File: src/rtl/shared_reg_arbiter_pkg.sv
// Shared definitions for the shared-register arbiter: FSM state encoding and
// width helpers used by the top and the round-robin picker.
package shared_reg_arbiter_pkg;

    localparam logic [0:0] ST_IDLE   = 1'b0;
    localparam logic [0:0] ST_LOCKED = 1'b1;

    function automatic int idx_width(input int n);
        return (n > 1) ? $clog2(n) : 1;
    endfunction

    function automatic int cnt_width(input int max_hold);
        return (max_hold > 0) ? $clog2(max_hold + 1) : 1;
    endfunction

endpackage

File: src/rtl/shared_reg_arbiter_rr_pick.sv
// Combinational round-robin picker: first set bit of i_elig at or after i_ptr,
// wrapping, found by scanning a doubled copy of the request vector.
module rr_pick
    import shared_reg_arbiter_pkg::*;
#(
    parameter  int N    = 4,
    localparam int IDXW = idx_width(N)
) (
    input  logic [N-1:0]    i_elig,
    input  logic [IDXW-1:0] i_ptr,
    output logic            o_any,
    output logic [IDXW-1:0] o_idx
);

    logic [2*N-1:0] w_dbl;
    logic [2*N-1:0] w_shift;
    int             w_off;
    int             w_sum;

    always_comb begin
        w_dbl   = {i_elig, i_elig};
        w_shift = w_dbl >> i_ptr;
        o_any   = 1'b0;
        w_off   = 0;
        // Descending scan so the lowest offset from the pointer wins.
        for (int k = N - 1; k >= 0; k--) begin
            if (w_shift[k]) begin
                o_any = 1'b1;
                w_off = k;
            end
        end
        w_sum = int'(i_ptr) + w_off;
        if (w_sum >= N) begin
            w_sum = w_sum - N;
        end
        o_idx = IDXW'(w_sum);
    end

endmodule

File: src/rtl/shared_reg_arbiter.sv
// Round-robin arbiter and write controller for one shared WIDTH-bit register,
// with optional bounded lock ownership for bursts from a single requester.
module shared_reg_arbiter
    import shared_reg_arbiter_pkg::*;
#(
    parameter  int N        = 4,
    parameter  int WIDTH    = 8,
    parameter  int MAX_HOLD = 4,
    localparam int IDXW     = idx_width(N)
) (
    input  logic               clk,
    input  logic               reset,
    input  logic [N-1:0]       req,
    input  logic [N-1:0]       lock,
    input  logic [N*WIDTH-1:0] wdata,
    output logic [N-1:0]       gnt,
    output logic [WIDTH-1:0]   q,
    output logic [IDXW-1:0]    owner,
    output logic               owner_valid
);

    localparam int CW = cnt_width(MAX_HOLD);

    logic [0:0]       r_state;
    logic [IDXW-1:0]  r_ptr;
    logic [CW-1:0]    r_hold;
    logic [N-1:0]     r_gnt;
    logic [WIDTH-1:0] r_q;
    logic [IDXW-1:0]  r_owner;
    logic             r_owner_valid;

    logic [N-1:0]     w_elig;
    logic             w_any;
    logic [IDXW-1:0]  w_idx;
    logic [N-1:0]     w_onehot;
    logic [IDXW-1:0]  w_ptr_next;
    logic [WIDTH-1:0] w_wr_data;
    logic [CW-1:0]    w_hold_inc;
    logic             w_last;

    // A requester is never eligible in its own ack cycle; a lock narrows to the owner.
    always_comb begin
        w_elig = req & ~r_gnt;
        if (r_state == ST_LOCKED) begin
            w_elig          = '0;
            w_elig[r_owner] = req[r_owner] & ~r_gnt[r_owner];
        end
    end

    rr_pick #(.N(N)) u_pick (
        .i_elig (w_elig),
        .i_ptr  (r_ptr),
        .o_any  (w_any),
        .o_idx  (w_idx)
    );

    generate
        for (genvar gi = 0; gi < N; gi++) begin : g_onehot
            assign w_onehot[gi] = (int'(w_idx) == gi);
        end
    endgenerate

    always_comb begin
        if (int'(w_idx) >= N - 1) begin
            w_ptr_next = '0;
        end else begin
            w_ptr_next = w_idx + 1'b1;
        end
    end

    assign w_wr_data  = wdata[w_idx*WIDTH +: WIDTH];
    assign w_hold_inc = r_hold + 1'b1;
    assign w_last     = (w_hold_inc == CW'(MAX_HOLD));

    always_ff @(posedge clk or posedge reset) begin
        if (reset) begin
            r_state       <= ST_IDLE;
            r_ptr         <= '0;
            r_hold        <= '0;
            r_gnt         <= '0;
            r_q           <= '0;
            r_owner       <= '0;
            r_owner_valid <= 1'b0;
        end else begin
            r_gnt <= '0;
            if (w_any) begin
                r_q     <= w_wr_data;
                r_gnt   <= w_onehot;
                r_owner <= w_idx;
                r_ptr   <= w_ptr_next;
            end
            case (r_state)
                ST_IDLE: begin
                    // With MAX_HOLD of 1 the first write already exhausts the burst.
                    if (w_any && lock[w_idx] && (MAX_HOLD > 1)) begin
                        r_state       <= ST_LOCKED;
                        r_hold        <= CW'(1);
                        r_owner_valid <= 1'b1;
                    end
                end
                default: begin
                    if (!lock[r_owner] || (w_any && w_last)) begin
                        r_state       <= ST_IDLE;
                        r_hold        <= '0;
                        r_owner_valid <= 1'b0;
                    end else if (w_any) begin
                        r_hold <= w_hold_inc;
                    end
                end
            endcase
        end
    end

    assign gnt         = r_gnt;
    assign q           = r_q;
    assign owner       = r_owner;
    assign owner_valid = r_owner_valid;

endmodule
File: config.mk
export PLATFORM = sky130hd
export DESIGN_NAME = shared_reg_arbiter
export DESIGN_NICKNAME = d
export VERILOG_FILES = /design/src/rtl/shared_reg_arbiter_pkg.sv /design/src/rtl/shared_reg_arbiter_rr_pick.sv /design/src/rtl/shared_reg_arbiter.sv
export SDC_FILE = /design/constraint.sdc
export NUM_CORES = 1
export LEC_CHECK = 0
export BUFFER_PORTS_ARGS = -buffer_cell sky130_fd_sc_hd__buf_2
export CAP_MARGIN = 20
export CORE_ASPECT_RATIO = 1.25
export CORE_MARGIN = 2
export CORE_UTILIZATION = 45
export DETAILED_ROUTE_END_ITERATION = 10
export PLACE_DENSITY = 0.85
export REMOVE_ABC_BUFFERS = 1
export SLEW_MARGIN = 20
export SYNTH_ARGS = -nofsm -noshare
export SYNTH_HDL_FRONTEND = slang
export SYNTH_SLANG_ARGS = --single-unit
File: constraint.sdc
create_clock -name clk -period 3.4 [get_ports clk]
set_input_delay 0.68 -clock clk [delete_from_list [all_inputs] [get_ports clk]]
set_output_delay 0.68 -clock clk [all_outputs]
set_load 0.02 [all_outputs]
==> run summary <==
final core utilization -> 0.563
Initial Util -> 0.467
cell at the root of the clock tree -> clkbuf_8
Sink Count -> 21
period utilisation layout -> 0.905
CP bufs+invs -> 1
result of the run -> finished clean
endpoints failing setup -> 0
switching part of the total power -> 0.458
fraction of layout cells with a size suffix above 1 -> 0.413
number of buffers created by CTS -> 3
pin slew with the least headroom to its limit -> 0.807 ns
post-route DRC violation count -> 0
Synth area leaders -> dfrtp_1, mux2i_1, mux2_4, ha_1, buf_6
largest fanout on the critical path -> 12
vias per inst -> 5.33
total grt overflow -> 0
Final Hold Viols -> 0
highest achievable clock rate -> 0.325 GHz
routability congestion estimate from global placement -> 0.754
number of buffers between clock root and the deepest sink -> 2
combinational fraction of design power -> 0.751
portion of the post-synthesis area used by sequential elements -> 0.326
number of top-level pins -> 57
maximum level of the CTS H-tree -> 1
total global-route track usage -> 0.177
Total Die Area -> 4080 sq um
Post-Place Worst Slack -> -0.166 ns
final setup skew -> 0.00475 ns
number of enable flip-flop cells after synthesis -> 0
total number of nets in the final design -> 263
floorplan die width -> 57.5 microns
flip-flop and latch count after synthesis -> 21
post-detailed-route count of antenna-violating nets -> 0
leakage power -> 0.998 nW
routed vias -> 1343
Inserted Diodes -> 0
mean post-synth cell area -> 10.1 sq um
min Tclk post-route -> 3.08 ns
post-synthesis to final-layout area growth -> 20.6%
HPWL Detailed -> 2690 microns
# placed instances -> 248
maximum number of pins on one net before global-route repair -> 27
clock latency of the later-clocked register in the worst-skew pair -> 0.26 ns
Internal -> 0.00147 W
IO buf count -> 56
gate count of the mapped netlist -> 159
share of the synthesized area in the top cell type -> 0.326
Max-Slew Margin vs Limit -> 0.462
kind of cell with the highest combined delay on the critical path -> compound AO/OA/AOI/OAI gates
sequential share of power -> 0.188
TritonCTS clock tree -> yes
CP arrival -> 3.25 ns
power per standard cell area -> 1400 nW/um^2
startpoint-to-endpoint class of the critical path -> reg -> reg
number of library cell types mapped by synthesis -> 45
placement row count -> 24
Final Hold Slack -> 0.474 ns
Final Non-Filler Cells -> 252
critical path's largest stage delay -> 0.47 ns
vias in the first global route -> 1380
max capacitance violation total -> 0
async set or reset register ratio after synthesis -> 1.00
Clock transition at path regs -> 0.07 ns
number of warnings printed during yosys synthesis -> 0
worst path cell trace -> nand2b_1 -> a21oi_2 -> nor2_1 -> nor3_1 -> a21oi_1 -> o21ai_0 -> ha_1 -> xnor2_2 -> xnor2_4 -> inv_1 -> ha_1 -> o31ai_1
number of antenna violations at the first check in global routing -> 0
unrepaired setup endpoints after global routing -> no
wire length per cell -> 13.5 microns
Tightest Hold Check Type -> reg -> reg
post-synth design cell area -> 1610 sq um
first-pass GRT wire length -> 5680 microns
Core Area -> 3450 sq um
post-detailed-routing wire length -> 3400 microns
worst setup margin -> 0.322 ns
max-slew violation count -> 0
proportion of power drawn by the clock network -> 0.060
count of hold-fix buffers inserted at cts -> 0
cell type contributing the most total cell area after synthesis -> dfrtp_1
type of origin of the critical path -> flop
net switching power -> 0.00124 W
cell seen most often among critical-path stages -> ha_1
router iterations before antenna repair -> 4
Starting DRT DRC Count -> 28
critical-path cell with the highest stage delay -> dfrtp_1
required time reported for the critical path endpoint -> 3.57 ns
Crit. End Element -> flop
peak supply drop -> 1250 uV
Die Height -> 70.9 microns
Top FF cell, synth -> dfrtp_1
## power by group through the flow
stage / Clock, W / Sequential, W / Combinational [W]
2_1_floorplan: 0 / 0.000592 / 0.00153
3_3_place_gp: 0 / 0.000512 / 0.00194
3_5_place_dp: 0 / 0.000516 / 0.00201
4_1_cts: 0.000169 / 0.000511 / 0.00205
5_1_grt: 0.000178 / 0.000530 / 0.00227
6_report: 0.000164 / 0.000512 / 0.00204
## registers in the layout, indices dropped and copies added (netlist names)
signal	flops
gnt	4
owner_valid	1
r_hold	3
owner	2
q	8
r_ptr	2
r_state	1
## cells in the mapped netlist, drive strengths merged, types with 2 or more instances
master / n
nand2: 19
inv: 8
o211ai: 2
ha: 7
dfrtp: 21
a21oi: 7
mux2: 8
nor2b: 5
buf: 10
nor3: 6
nand3: 2
nand2b: 2
mux2i: 20
nor2: 6
o22ai: 2
xnor2: 2
nor4: 2
o21ai: 13
## repair_timing
action | in CTS | in global routing
gates resized for setup | 1 | 2
gates cloned | 0 | 0
setup endpoints to repair | 1 | 9
hold endpoints to repair | 0 | 0
buffers inserted | 0 | 0
## worst register-to-register path, cell delays in order, from the launching register on
cell,delay [ns]
dfrtp_1,0.47
nand2b_1,0.20
a21oi_2,0.33
nor2_1,0.12
nor3_1,0.19
a21oi_1,0.09
o21ai_0,0.12
ha_1,0.28
xnor2_2,0.15
xnor2_4,0.46
inv_1,0.14
ha_1,0.22
o31ai_1,0.22
## layer usage
layer / track usage / vias up / wire length (microns)
met4: 0.0724 / 0 / 68
met5: 0 / - / 0
met3: 0.0293 / 6 / 207
met1: 0.185 / 613 / 1290
met2: 0.337 / 53 / 1830
li1: - / 671 / -
## cells by family after synthesis
kind of cell,after synthesis,share of synthesized area
AOI/OAI and AO/OA,33,0.160
xor gates and xnor gates,3,0.0210
adders and majority gates,7,0.0543
buffers and inverters,18,0.0784
DFF,21,0.326
muxes,29,0.213
and+or+nand+nor,48,0.148
## per-stage QoR
step                TNS, ns  power [W]  area (sq um)
finish                    0    0.00271          1950
global route              0    0.00298          1950
CTS                       0    0.00273          1940
detailed placement   -0.585    0.00253          1880
global placement    -0.0119    0.00245          1880
floorplan            -14.45    0.00212          1520
## area by class of cell
class	count	area, sq um
clock buffer	4	45.0
fill	321	1510
inverter	8	30.0
multi-input combinational	120	986
sequential	21	526
tap	39	48.8
timing repair buffer	60	310
## final timing paths
path                          start  slack (ns)  cells past startpoint        to
setup / recovery           owner[0]        0.32                     12  r_ptr[0]
hold / removal                 q[2]        0.47                      2      q[2]
setup reg to reg           owner[0]        0.32                     12  r_ptr[0]
hold reg to reg                q[2]        0.47                      2      q[2]
max in group asynchronous     reset        2.33                      2  r_ptr[0]
min in group asynchronous     reset        0.56                      2      q[3]
## placed cells by master (no fill, tap or decap), drive strengths merged, types with 2 or more instances in the layout
cell / n
a21oi: 7
buf: 60
clkbuf: 4
dfrtp: 21
ha: 7
inv: 8
mux2: 8
mux2i: 20
nand2: 19
nand2b: 2
nand3: 2
nor2: 6
nor2b: 5
nor3: 6
nor4: 2
o211ai: 2
o21ai: 13
o22ai: 2
xnor2: 2
(Power assumes the default switching activity.)
